**src/rtl/mem_stage.sv**
```systemverilog
// RV32I memory stage: data-memory req/gnt/rvalid sequencing, LSU lane steering and
// load extension, MEM/WB register. Optional misalignment trap: MEM_MISALIGN_TRAP_EN.
module mem_stage #(
   parameter int ADDR_W = 32
) (
   input  logic              clk,
   input  logic              arst_n,
   input  logic              ex_valid,
   input  logic [31:0]       opr_res,
   input  logic [31:0]       rs2_data,
   input  logic [4:0]        rd,
   input  logic              rf_en,
   input  logic [1:0]        wb_sel,
   input  logic              mem_read,
   input  logic              mem_write,
   input  logic [2:0]        funct3,
   output logic              mem_stall,
   output logic              dmem_req,
   output logic              dmem_we,
   output logic [ADDR_W-1:0] dmem_addr,
   output logic [3:0]        dmem_be,
   output logic [31:0]       dmem_wdata,
   input  logic              dmem_gnt,
   input  logic              dmem_rvalid,
   input  logic [31:0]       dmem_rdata,
`ifdef MEM_MISALIGN_TRAP_EN
   output logic              misalign_exc,
`endif
   output logic              wb_valid,
   output logic [31:0]       wb_opr_res,
   output logic [31:0]       wb_dmem_rdata,
   output logic [31:0]       wb_lsu_rdata,
   output logic [4:0]        wb_rd,
   output logic              wb_rf_en,
   output logic [1:0]        wb_sel_o
);

   // Handshake: a request transfers on a cycle with dmem_req & dmem_gnt; a load's data
   // is taken on the first dmem_rvalid seen in WAIT_RSP, rvalid elsewhere is dropped.
   typedef enum logic [1:0] {IDLE = 2'd0, REQ = 2'd1, WAIT_RSP = 2'd2} state_e;

   state_e state_q, state_d;
   logic   mem_op, is_store, is_load, misalign;
   logic   req, stall, complete;
   logic [1:0] size;
   logic [3:0] be_raw;
   logic [7:0] ld_byte;
   logic [15:0] ld_half;
   logic [31:0] ld_ext;

   logic        wb_valid_q, wb_rf_en_q, misalign_q;
   logic [31:0] wb_opr_res_q, wb_dmem_rdata_q, wb_lsu_rdata_q;
   logic [4:0]  wb_rd_q;
   logic [1:0]  wb_sel_q;

   assign mem_op   = ex_valid & (mem_read | mem_write);
   assign is_store = mem_write;
   assign is_load  = mem_read & ~mem_write;
   assign size     = funct3[1:0];

`ifdef MEM_MISALIGN_TRAP_EN
   // Sizes 10/11 are both word accesses.
   assign misalign = mem_op & (((size == 2'b01) & opr_res[0]) |
                               (size[1] & (opr_res[1:0] != 2'b00)));
   assign misalign_exc = misalign_q;
`else
   assign misalign = 1'b0;
`endif

   always_comb begin
      state_d  = state_q;
      req      = 1'b0;
      stall    = 1'b0;
      complete = 1'b0;
      case (state_q)
         IDLE: begin
            if (mem_op & ~misalign) begin
               req = 1'b1;
               if (dmem_gnt) begin
                  if (is_store) complete = 1'b1;
                  else begin
                     state_d = WAIT_RSP;
                     stall   = 1'b1;
                  end
               end else begin
                  state_d = REQ;
                  stall   = 1'b1;
               end
            end else begin
               complete = ex_valid;
            end
         end
         REQ: begin
            req = 1'b1;
            if (dmem_gnt & is_store) begin
               state_d  = IDLE;
               complete = 1'b1;
            end else if (dmem_gnt) begin
               state_d = WAIT_RSP;
               stall   = 1'b1;
            end else begin
               stall = 1'b1;
            end
         end
         WAIT_RSP: begin
            if (dmem_rvalid) begin
               state_d  = IDLE;
               complete = 1'b1;
            end else begin
               stall = 1'b1;
            end
         end
         default: state_d = IDLE;
      endcase
   end

   // Upstream inputs may still show a mem op during reset; keep the bus and stall quiet.
   assign dmem_req  = req & arst_n;
   assign mem_stall = stall & arst_n;
   assign dmem_we   = dmem_req & is_store;
   assign dmem_addr = {opr_res[ADDR_W-1:2], 2'b00};

   always_comb begin
      be_raw = 4'b1111;
      case (size)
         2'b00:   be_raw = 4'b0001 << opr_res[1:0];
         2'b01:   be_raw = opr_res[1] ? 4'b1100 : 4'b0011;
         default: be_raw = 4'b1111;
      endcase
   end

   assign dmem_be = dmem_req ? be_raw : 4'b0000;

   always_comb begin
      dmem_wdata = rs2_data;
      case (size)
         2'b00:   dmem_wdata = {4{rs2_data[7:0]}};
         2'b01:   dmem_wdata = {2{rs2_data[15:0]}};
         default: dmem_wdata = rs2_data;
      endcase
   end

   always_comb begin
      ld_byte = dmem_rdata[7:0];
      case (opr_res[1:0])
         2'b00:   ld_byte = dmem_rdata[7:0];
         2'b01:   ld_byte = dmem_rdata[15:8];
         2'b10:   ld_byte = dmem_rdata[23:16];
         default: ld_byte = dmem_rdata[31:24];
      endcase
      ld_half = opr_res[1] ? dmem_rdata[31:16] : dmem_rdata[15:0];
      ld_ext  = dmem_rdata;
      case (size)
         2'b00:   ld_ext = funct3[2] ? {24'd0, ld_byte} : {{24{ld_byte[7]}}, ld_byte};
         2'b01:   ld_ext = funct3[2] ? {16'd0, ld_half} : {{16{ld_half[15]}}, ld_half};
         default: ld_ext = dmem_rdata;
      endcase
   end

   always_ff @(posedge clk or negedge arst_n) begin
      if (!arst_n) begin
         state_q         <= IDLE;
         wb_valid_q      <= 1'b0;
         wb_rf_en_q      <= 1'b0;
         misalign_q      <= 1'b0;
         wb_opr_res_q    <= 32'd0;
         wb_dmem_rdata_q <= 32'd0;
         wb_lsu_rdata_q  <= 32'd0;
         wb_rd_q         <= 5'd0;
         wb_sel_q        <= 2'd0;
      end else begin
         state_q    <= state_d;
         wb_valid_q <= complete;
         misalign_q <= complete & misalign;
         if (complete) begin
            wb_rf_en_q      <= rf_en & ~misalign;
            wb_opr_res_q    <= opr_res;
            wb_dmem_rdata_q <= (is_load & ~misalign) ? dmem_rdata : 32'd0;
            wb_lsu_rdata_q  <= (is_load & ~misalign) ? ld_ext : 32'd0;
            wb_rd_q         <= rd;
            wb_sel_q        <= wb_sel;
         end else begin
            wb_rf_en_q      <= 1'b0;
            wb_opr_res_q    <= 32'd0;
            wb_dmem_rdata_q <= 32'd0;
            wb_lsu_rdata_q  <= 32'd0;
            wb_rd_q         <= 5'd0;
            wb_sel_q        <= 2'd0;
         end
      end
   end

   assign wb_valid      = wb_valid_q;
   assign wb_rf_en      = wb_rf_en_q;
   assign wb_opr_res    = wb_opr_res_q;
   assign wb_dmem_rdata = wb_dmem_rdata_q;
   assign wb_lsu_rdata  = wb_lsu_rdata_q;
   assign wb_rd         = wb_rd_q;
   assign wb_sel_o      = wb_sel_q;

endmodule

```
**config.mk**
```make
export PLATFORM = sky130hd
export DESIGN_NAME = mem_stage
export DESIGN_NICKNAME = d
export VERILOG_FILES = /design/src/rtl/mem_stage.sv
export SDC_FILE = /design/constraint.sdc
export NUM_CORES = 1
export LEC_CHECK = 0
export CORE_MARGIN = 5
export CORE_UTILIZATION = 40
export DETAILED_ROUTE_END_ITERATION = 7
export PLACE_DENSITY = 0.85
export SETUP_SLACK_MARGIN = 0.4
export SYNTH_ARGS = -nofsm -noshare
export SYNTH_HDL_FRONTEND = slang
export SYNTH_SLANG_ARGS = --single-unit
```
**constraint.sdc**
```tcl
create_clock -name clk -period 3.8 [get_ports clk]
set_input_delay 0.95 -clock clk [delete_from_list [all_inputs] [get_ports clk]]
set_output_delay 0.95 -clock clk [all_outputs]
set_load 0.02 [all_outputs]
```
==> key figures, run 1 <==
Clocking
  • CTS H-tree lvls: 3
  • Clock Root Buffer: clkbuf_16
  • Worst-path clk slew: 0.08 ns
  • Clk_lat worst skew: 0.34 ns
  • CTS tree: done
  • Clock Sinks: 107
  • CTS Buffer Depth: 2
  • Total CTS buffers: 9

Route
  • Vias per cell: 5.02
  • WL/cell: 19.6 um
  • Met1 wire length: 6020 um
  • 1st-iter DRT viols: 357
  • Post-DRT Antenna Nets: 0
  • DR DRC count: 0
  • WL met3: 1180 um
  • DR WL met2: 8660 um
  • Total number of vias: 4134
  • DR pass1 iterations: 4
  • Final wirelength: 16200 um
  • Max Used Layer: met4

Setup path
  • Worst Reg-to-Reg Cells: 4
  • Startpoint Class: input port
  • Crit. path cell count: 5
  • Critical path cell sequence: clkdlybuf4s50_1 > nor2_2 > buf_4 > mux2_2 > dlygate4sd2_1
  • Kind of cell adding the most delay to the critical path: buffers and inverters
  • Crit Path Class: input port to output port
  • Worst Path Arrival: 2.38 ns
  • Critical Path Sink Type: output port
  • Slowest cell on the critical path: clkdlybuf4s50_1
  • Reg-to-Reg End: wb_lsu_rdata[11]$_DFF_PN0_
  • FF-to-FF Start: state_q[0]$_DFFE_PN0P_
  • R2R setup slack: 1.70 ns
  • WP data required: 2.85 ns
  • Worst Path Max Fanout: 8
  • CP peak stage delay: 0.47 ns
  • Buffer and inverter count on the worst path: 3

Outcome
  • Status: finished clean

Power
  • Max IR drop VDD: 0.000213 V
  • Comb pwr share: 0.231
  • Pwr/cell area: 348 mW/mm2
  • Switch Pwr: 0.757 mW
  • Int Pwr: 1.93 mW
  • Switching Share: 0.282
  • Leak: 3.56 nW
  • Clock share of power: 0.326
  • Sequential Power Share: 0.443

Timing
  • Worst slew pin tran: 1.03 ns
  • Setup violations, final: 0
  • Tcrit/Tclk final: 0.876
  • Post-Route Setup TNS: 0 ns
  • WHS: 0.703 ns
  • Max Slew Vio Count: 0
  • Relative slew margins: 0.312
  • Final min period: 3.33 ns
  • Hold Vio Cnt, Final: 0
  • Clock skew: 0.0120 ns
  • Max Clock Freq: 300 MHz
  • RSZ-0062 raised after global routing: no

Min path
  • Hold Path Depth: 2
  • Hold Path End: state_q[1]$_DFFE_PN0P_
  • HP Start: state_q[0]$_DFFE_PN0P_
  • Min-delay worst type: register to register

Finish
  • Design Area, Final: 0.00773 mm2
  • Most frequent cells in the layout: 262 x clkdlybuf4s50_1, 107 x dfrtp_1, 40 x nor2b_1
  • Final core occ: 0.652
  • Commonest non-fill, non-tap cell in the layout: clkdlybuf4s50_1
  • Synth-to-Final Area Change: 61.9%
  • # diodes: 0
  • # nets final: 786
  • Layout cells sized above 1: 0.0931

Placed design
  • Post-DP Area: 0.00750 mm2
  • GP Congestion: 0.888
  • DPL Wire Length: 12600 um
  • Port bufs: 287

Floorplanning
  • Core Box Area: 0.0119 mm2
  • Die W: 119 um
  • IO Count: 290
  • Rows: 40
  • Die height: 119 um
  • Initial Util: 0.403
  • Die ar.: 0.0142 mm2

GRT
  • Initial antenna violation count: 0
  • GR Overflow Total: 0
  • Vias in the first global route: 4492
  • Largest net degree at the start of global routing: 73
  • First-pass GRT wire length: 24900 um
  • Gr usage total: 0.223

Logic synthesis
  • Post-synth EDFFs: 0
  • Syn Inst Count: 425
  • Async S/R FF share, synth: 1.00
  • Post-synthesis register bit count: 107
  • Library cells used by synthesis: 40
  • Synthesized area per cell: 11.2 um2
  • Synth top area share: 0.561
  • Ys Warns: 0
  • Top post-synthesis cells by area: dfrtp_1 56%, buf_4 6.8%, nor2b_1 5.2%, mux2_2 4.0%, and3_1 3.9%
  • Top cell type by total area after synthesis: dfrtp_1
  • Cell area after synthesis: 0.00478 mm2
  • Most used DFF post-synth: dfrtp_1
  • Register area share after synthesis: 0.561

Run
  • Max_cap viols: 0
[power by group through the flow]
stage | clock network (mW) | logic [mW] | registers (mW)
after CTS | 0.889 | 0.626 | 1.19
after floorplan | 0 | 0.240 | 1.26
after global routing | 0.935 | 0.660 | 1.19
after global placement | 0 | 0.626 | 1.21
after detailed placement | 0 | 0.637 | 1.21
final | 0.876 | 0.621 | 1.19
[synthesized netlist by cell type, types with 2 or more instances]
| library cell | count |
|---|---|
| o21ai_0 | 18 |
| and3_1 | 30 |
| nand2b_1 | 2 |
| nor2b_1 | 40 |
| buf_6 | 2 |
| nor2_1 | 34 |
| o21a_1 | 10 |
| a22oi_1 | 7 |
| a21oi_1 | 25 |
| clkbuf_1 | 16 |
| nand2_1 | 17 |
| buf_4 | 43 |
| mux2_2 | 17 |
| inv_1 | 8 |
| dfrtp_1 | 107 |
| buf_2 | 3 |
| mux2i_1 | 17 |
| a221o_1 | 7 |
[per-stage QoR]
| step | worst slack [ns] | instances | power [mW] |
|---|---|---|---|
| 6_report | 0.470 | 824 | 2.69 |
| 5_1_grt | 0.403 | 824 | 2.79 |
| 4_1_cts | 0.359 | 824 | 2.71 |
| 3_5_place_dp | 0.0956 | 808 | 1.85 |
| 3_3_place_gp | 0.211 | 808 | 1.84 |
| 2_1_floorplan | 0.898 | 426 | 1.50 |
[state kept, by name, indices dropped and copies added (netlist names)]
name,flops
wb_rd,5
wb_opr_res,32
wb_lsu_rdata,32
wb_dmem_rdata,32
wb_valid,1
wb_sel_o,2
state_q,2
wb_rf_en,1
[kinds of logic (layout without fill, tap and decap cells)]
| group | count (synthesis) | count (layout) | share of synthesized area |
|---|---|---|---|
| other | 1 | 2 | 0.000785 |
| DFF | 107 | 107 | 0.561 |
| muxes | 35 | 35 | 0.0789 |
| AOI/OAI and AO/OA | 75 | 75 | 0.107 |
| and+or+nand+nor | 134 | 134 | 0.157 |
| buffers and inverters | 73 | 324 | 0.0951 |
[per-layer routing]
metal | global-route usage | vias up
met5 | 0 | -
met4 | 0.0739 | 0
met3 | 0.0575 | 23
met2 | 0.398 | 210
met1 | 0.258 | 2008
li1 | - | 1893
[worst max path at each step]
stage,to,slack (ns),from
floorplan,dmem_wdata[24],0.90,funct3[0]
CTS,dmem_be[3],0.36,ex_valid
global route,dmem_wdata[9],0.40,funct3[0]
global placement,dmem_wdata[24],0.21,funct3[0]
finish,dmem_wdata[13],0.47,funct3[0]
detailed placement,dmem_be[3],0.1,ex_valid
[final cells by class]
type / instances / area [um2]
repair buffers: 300 / 2920
clock inverters: 6 / 48.8
multi-input cells: 246 / 1650
fillers: 928 / 4130
flip-flops and latches: 107 / 2680
inverters: 8 / 30.0
well taps: 147 / 184
clock buffers: 10 / 229
[tightest hold or removal path, delay by kind of cell, from the launching register on]
kind	cells	cell delay, ns
AOI/OAI and AO/OA	2	0.18
DFF	1	0.46
[timing repair]
action	CTS	global route
gates resized for setup	23	11
pin swaps	0	0
hold buffers	0	0
setup endpoints to repair	23	6
setup buffers	0	0
Note: power is estimated with default switching activity, not from simulation.
==> run 2, diff against run 1 <==
- MAX_ROUTING_LAYER: not set -> met4
- SETUP_SLACK_MARGIN: 0.4 -> 0.3
==> run 2 against run 1 <==
Compared with the run above: cell area rose by 0.42%; sequential power barely moved; first-iteration DRC count fell by 6.7%; total power fell by 0.17%; flip-flop and latch count did not move; critical path depth rose by 1; setup slack got worse by 0.066 ns; register-to-register slack barely moved; final cell count did not move; global-route usage rose by 0.62 points; routed wire length barely moved; worst hold slack improved by 0.0086 ns; critical path type unchanged.
==> key figures, run 2 (synthesis results as in run 1) <==
Setup path
  • Crit Path Class: input port to output port
  • CP peak stage delay: 0.54 ns
  • R2R setup slack: 1.70 ns
  • Worst Reg-to-Reg Cells: 4
  • Startpoint Class: input port
  • Worst Path Arrival: 2.45 ns
  • CP startpoint: ex_valid
  • Worst Setup EP: dmem_be[1]
  • Critical Path Sink Type: output port
  • Reg-to-Reg End: wb_lsu_rdata[11]$_DFF_PN0_
  • Critical path cell sequence: clkdlybuf4s50_1 > o21a_1 > o21ba_2 > nand2_1 > a21oi_1 > dlygate4sd2_1
  • FF-to-FF Start: state_q[0]$_DFFE_PN0P_
  • Slowest cell on the critical path: clkdlybuf4s50_1
  • WP data required: 2.85 ns
  • Worst Path Max Fanout: 6

Floorplanning
  • Die W: 119 um
  • Die ar.: 0.0142 mm2
  • IO Count: 290
  • Core Box Area: 0.0119 mm2
  • Rows: 40
  • Die height: 119 um
  • Initial Util: 0.403

Placed design
  • Port bufs: 287
  • DPL Wire Length: 12600 um
  • GP Congestion: 0.903
  • Post-DP Area: 0.00750 mm2
  • Dpl ws: 0.0956 ns

Power
  • Switching Share: 0.279
  • Clock share of power: 0.323
  • Int Pwr: 1.93 mW
  • Sequential Power Share: 0.444
  • Switch Pwr: 0.750 mW
  • Leak: 3.62 nW
  • Max IR drop VDD: 0.000209 V
  • Pwr/cell area: 346 mW/mm2
  • Comb pwr share: 0.233
  • Final Power: 2.68 mW

Timing
  • Tcrit/Tclk final: 0.894
  • Max Slew Vio Count: 0
  • Clock skew: 0.0118 ns
  • Post-Route Setup TNS: 0 ns
  • WHS: 0.712 ns
  • RSZ-0062 raised after global routing: no
  • Hold Vio Cnt, Final: 0
  • Setup violations, final: 0
  • Worst slew pin tran: 1.03 ns
  • Max Clock Freq: 294 MHz
  • Setup WS post-layout: 0.404 ns
  • Final min period: 3.40 ns
  • Relative slew margins: 0.312

Route
  • DR pass1 iterations: 4
  • Post-DRT Antenna Nets: 0
  • Final wirelength: 16200 um
  • 1st-iter DRT viols: 333
  • DR DRC count: 0
  • WL/cell: 19.6 um
  • Vias per cell: 5.06
  • Total number of vias: 4166

GRT
  • Vias in the first global route: 4503
  • GR Overflow Total: 0
  • Largest net degree at the start of global routing: 73
  • Gr usage total: 0.229
  • First-pass GRT wire length: 25000 um
  • Initial antenna violation count: 0

Finish
  • Design Area, Final: 0.00777 mm2
  • Fillers: 926
  • Multi-input logic area: 0.00165 mm2
  • # nets final: 786
  • Most frequent cells in the layout: 262 x clkdlybuf4s50_1, 107 x dfrtp_1, 40 x nor2b_1
  • FF/Latch Area: 0.00268 mm2
  • Commonest non-fill, non-tap cell in the layout: clkdlybuf4s50_1
  • Layout cells sized above 1: 0.0871
  • # diodes: 0
  • Synth-to-Final Area Change: 62.6%

Clocking
  • Clock Root Buffer: clkbuf_16
  • Setup repair bufs after CTS: 0
  • CTS Buffer Depth: 2
  • CTS H-tree lvls: 3
  • Worst-path clk slew: 0.08 ns
  • Clock Sinks: 107
  • Clk_lat worst skew: 0.34 ns
  • Total CTS buffers: 9
  • CTS tree: done
  • Hold-fix buffers, CTS: 0

Min path
  • Min-delay worst type: input port to asynchronous set/reset pin

Run
  • Max_cap viols: 0

Outcome
  • Status: finished clean
[run 2: changes by cell type in the layout (fill, tap and decap cells not counted)]
cell and change:
clkbuf_2 -4, dlymetal6s2s_1 +5, clkdlybuf4s15_1 -1
[run 2: how the worst min path moves through the flow]
stage                                 startpoint                      end  slack [ns]  cells past startpoint
after floorplan           state_q[0]$_DFFE_PN0P_   state_q[1]$_DFFE_PN0P_        0.59                      2
after global placement    state_q[0]$_DFFE_PN0P_   state_q[1]$_DFFE_PN0P_        0.63                      2
after detailed placement  state_q[0]$_DFFE_PN0P_   state_q[1]$_DFFE_PN0P_        0.67                      2
after CTS                 state_q[0]$_DFFE_PN0P_   state_q[1]$_DFFE_PN0P_        0.70                      2
after global routing                      arst_n  wb_opr_res[5]$_DFF_PN0_        0.75                      2
final                                     arst_n   state_q[0]$_DFFE_PN0P_        0.71                      2
[run 2: metal layers]
metal | global-route usage | vias up | share of wire
met5 | - | - | 0
met4 | 0.0760 | 0 | 0.024
met3 | 0.0456 | 34 | 0.062
met2 | 0.398 | 215 | 0.53
met1 | 0.265 | 2024 | 0.38
li1 | - | 1893 | -
[run 2: metrics by stage]
stage	cells	utilization
2_1_floorplan	426	-
3_3_place_gp	808	0.632
3_5_place_dp	808	0.632
4_1_cts	824	0.654
5_1_grt	824	0.655
6_report	824	0.655
[run 2: area by class of cell]
cell class	count	share of cell area
Clock inverter	6	0.00628
Sequential cell	107	0.345
Inverter	8	0.00387
Multi-Input combinational cell	246	0.212
Tap cell	147	0.0237
Clock buffer	10	0.0295
Timing Repair Buffer	300	0.380
[run 2: worst max-delay path: cells and delay by family]
kind                   cells  cell delay (ns)
AND/OR/NAND/NOR            1             0.13
buffers and inverters      2             0.89
AO/OA/AOI/OAI              3             0.48
[run 2: timing repair]
action                                  4_1_cts  5_1_grt
endpoints found under the setup margin       18        6
resized for setup                            18        7
gates cloned                                  0        0
[run 2: power groups by stage]
stage / Sequential, mW / Clock (mW) / Combinational (mW)
detailed placement: 1.21 / 0 / 0.637
CTS: 1.19 / 0.889 / 0.630
finish: 1.19 / 0.868 / 0.624
global placement: 1.21 / 0 / 0.626
floorplan: 1.26 / 0 / 0.240
global route: 1.19 / 0.935 / 0.663
==> run 3, diff against run 2 <==
- CORE_UTILIZATION: 40 -> 34
- PLACE_DENSITY: 0.85 -> 0.77
- clock period: 3.8 -> 3 ns (I/O delays scaled with it)
==> run 3 against run 2 <==
Compared with the run above: count of clock-buffer cells in the layout unchanged; utilization down 8.2 points; critical path depth down 1; worst hold slack worse by 0.48 ns; first-iteration DRC count down 23%; cell area up 1.9%; final cell count up 4.7%; largest cell class unchanged.
==> key figures, run 3 (synthesis results as in run 1) <==
Clocking
  • CTS tree: done
  • Total CTS buffers: 9
  • Worst-path clk slew: 0.07 ns
  • Clock Root Buffer: clkbuf_16
  • Clk_lat worst skew: 0.34 ns
  • CTS Buffer Depth: 2
  • Clock Sinks: 107
  • CTS H-tree lvls: 3
  • Hold-fix buffers, CTS: 0

Finish
  • Commonest non-fill, non-tap cell in the layout: clkdlybuf4s50_1
  • Non-filler instance count after layout: 863
  • Most frequent cells in the layout: 245 x clkdlybuf4s50_1, 107 x dfrtp_1, 40 x nor2b_1
  • Final core occ: 0.572
  • Layout cells sized above 1: 0.114
  • Fillers: 1121
  • # diodes: 0
  • Synth-to-Final Area Change: 65.7%
  • Design Area, Final: 0.00791 mm2
  • # nets final: 794

Route
  • Post-DRT Antenna Nets: 0
  • DR pass1 iterations: 4
  • WL/cell: 18.4 um
  • 1st-iter DRT viols: 257
  • Total number of vias: 4176
  • Final wirelength: 15900 um
  • Vias per cell: 4.84
  • DR DRC count: 0

Timing
  • Setup violations, final: 0
  • RSZ-0062 raised after global routing: yes
  • Setup WS post-layout: 0.339 ns
  • Final min period: 2.66 ns
  • Clock skew: 0.00958 ns
  • Max Clock Freq: 376 MHz
  • Post-Route Setup TNS: 0 ns
  • Relative slew margins: 0.286
  • Tcrit/Tclk final: 0.887
  • Hold Vio Cnt, Final: 0
  • WHS: 0.234 ns
  • Worst slew pin tran: 1.07 ns
  • Max Slew Vio Count: 0

Outcome
  • Status: finished clean

Power
  • Max IR drop VDD: 0.000286 V
  • Final Power: 3.63 mW
  • Leak: 3.68 nW
  • Pwr/cell area: 459 mW/mm2

Setup path
  • Slowest cell on the critical path: mux2_2
  • WP data required: 2.25 ns
  • Worst Path Arrival: 1.91 ns
  • Critical path cell sequence: dlygate4sd2_1 > nor2_2 > buf_6 > mux2_2 > clkdlybuf4s15_1
  • R2R setup slack: 1.13 ns
  • Crit Path Class: input port to output port
  • Worst Reg-to-Reg Cells: 4
  • Startpoint Class: input port
  • CP peak stage delay: 0.33 ns
  • Critical Path Sink Type: output port
  • Worst Path Max Fanout: 5

GRT
  • GR Overflow Total: 0
  • Initial antenna violation count: 0
  • Largest net degree at the start of global routing: 70
  • First-pass GRT wire length: 23700 um
  • Gr usage total: 0.190
  • Vias in the first global route: 4391

Floorplanning
  • Rows: 43
  • Die W: 129 um
  • Core Box Area: 0.0138 mm2
  • Initial Util: 0.345
  • IO Count: 290
  • Die ar.: 0.0165 mm2
  • Die height: 129 um

Placed design
  • Dpl ws: -0.175 ns
  • Port bufs: 287
  • Post-Place Cells: 849
  • DPL Wire Length: 12600 um
  • Post-DP Area: 0.00761 mm2
  • GP Congestion: 0.868

Min path
  • Min-delay worst type: input port to asynchronous set/reset pin

Run
  • Max_cap viols: 0
-- run 3: changes by cell type in the layout (fill, tap and decap cells not counted), moves of 3 or more --
cell,delta
clkdlybuf4s50_1,-17
buf_4,+8
buf_2,+6
clkdlybuf4s15_1,+6
bufinv_16,+3
-- run 3: power breakdown --
group	internal, mW	switching, mW
Clock	0.832	0.497
Combinational	0.390	0.405
Sequential	1.49	0.0187
-- run 3: layout make-up --
cell class              instances  area (um2)  share of cell area
flip-flops and latches        107        2680               0.338
clock buffers                  10         239              0.0302
repair buffers                308        2980               0.377
well taps                     180         225              0.0285
inverters                       8        30.0             0.00380
multi-input cells             246        1660               0.210
clock inverters                 4        98.8              0.0125
-- run 3: path summary, 6_finish.rpt --
kind | from | to
worst max-delay path | funct3[0] | dmem_wdata[12]
worst min-delay path | arst_n | state_q[1]$_DFFE_PN0P_
worst max register to register | state_q[0]$_DFFE_PN0P_ | wb_lsu_rdata[13]$_DFF_PN0_
worst min register to register | state_q[0]$_DFFE_PN0P_ | state_q[1]$_DFFE_PN0P_
max in group asynchronous | arst_n | wb_dmem_rdata[8]$_DFF_PN0_
min in group clk | state_q[0]$_DFFE_PN0P_ | state_q[1]$_DFFE_PN0P_
-- run 3: critical path: cells and delay by family --
family | cells | cell delay (ns)
buffers and inverters | 3 | 0.69
multiplexers | 1 | 0.33
AND/OR/NAND/NOR | 1 | 0.13
-- run 3: per-layer routing --
layer	up-vias	share of wire	GRT usage
li1	1907	-	-
met1	2035	0.40	0.229
met2	216	0.51	0.325
met3	18	0.073	0.0403
met4	0	0.011	0.0531
met5	-	0	-
-- run 3: repair_timing --
item	4_1_cts	5_1_grt
resized for setup	67	10
pin swaps	1	0
setup endpoints to repair	33	8
buffers inserted	0	0
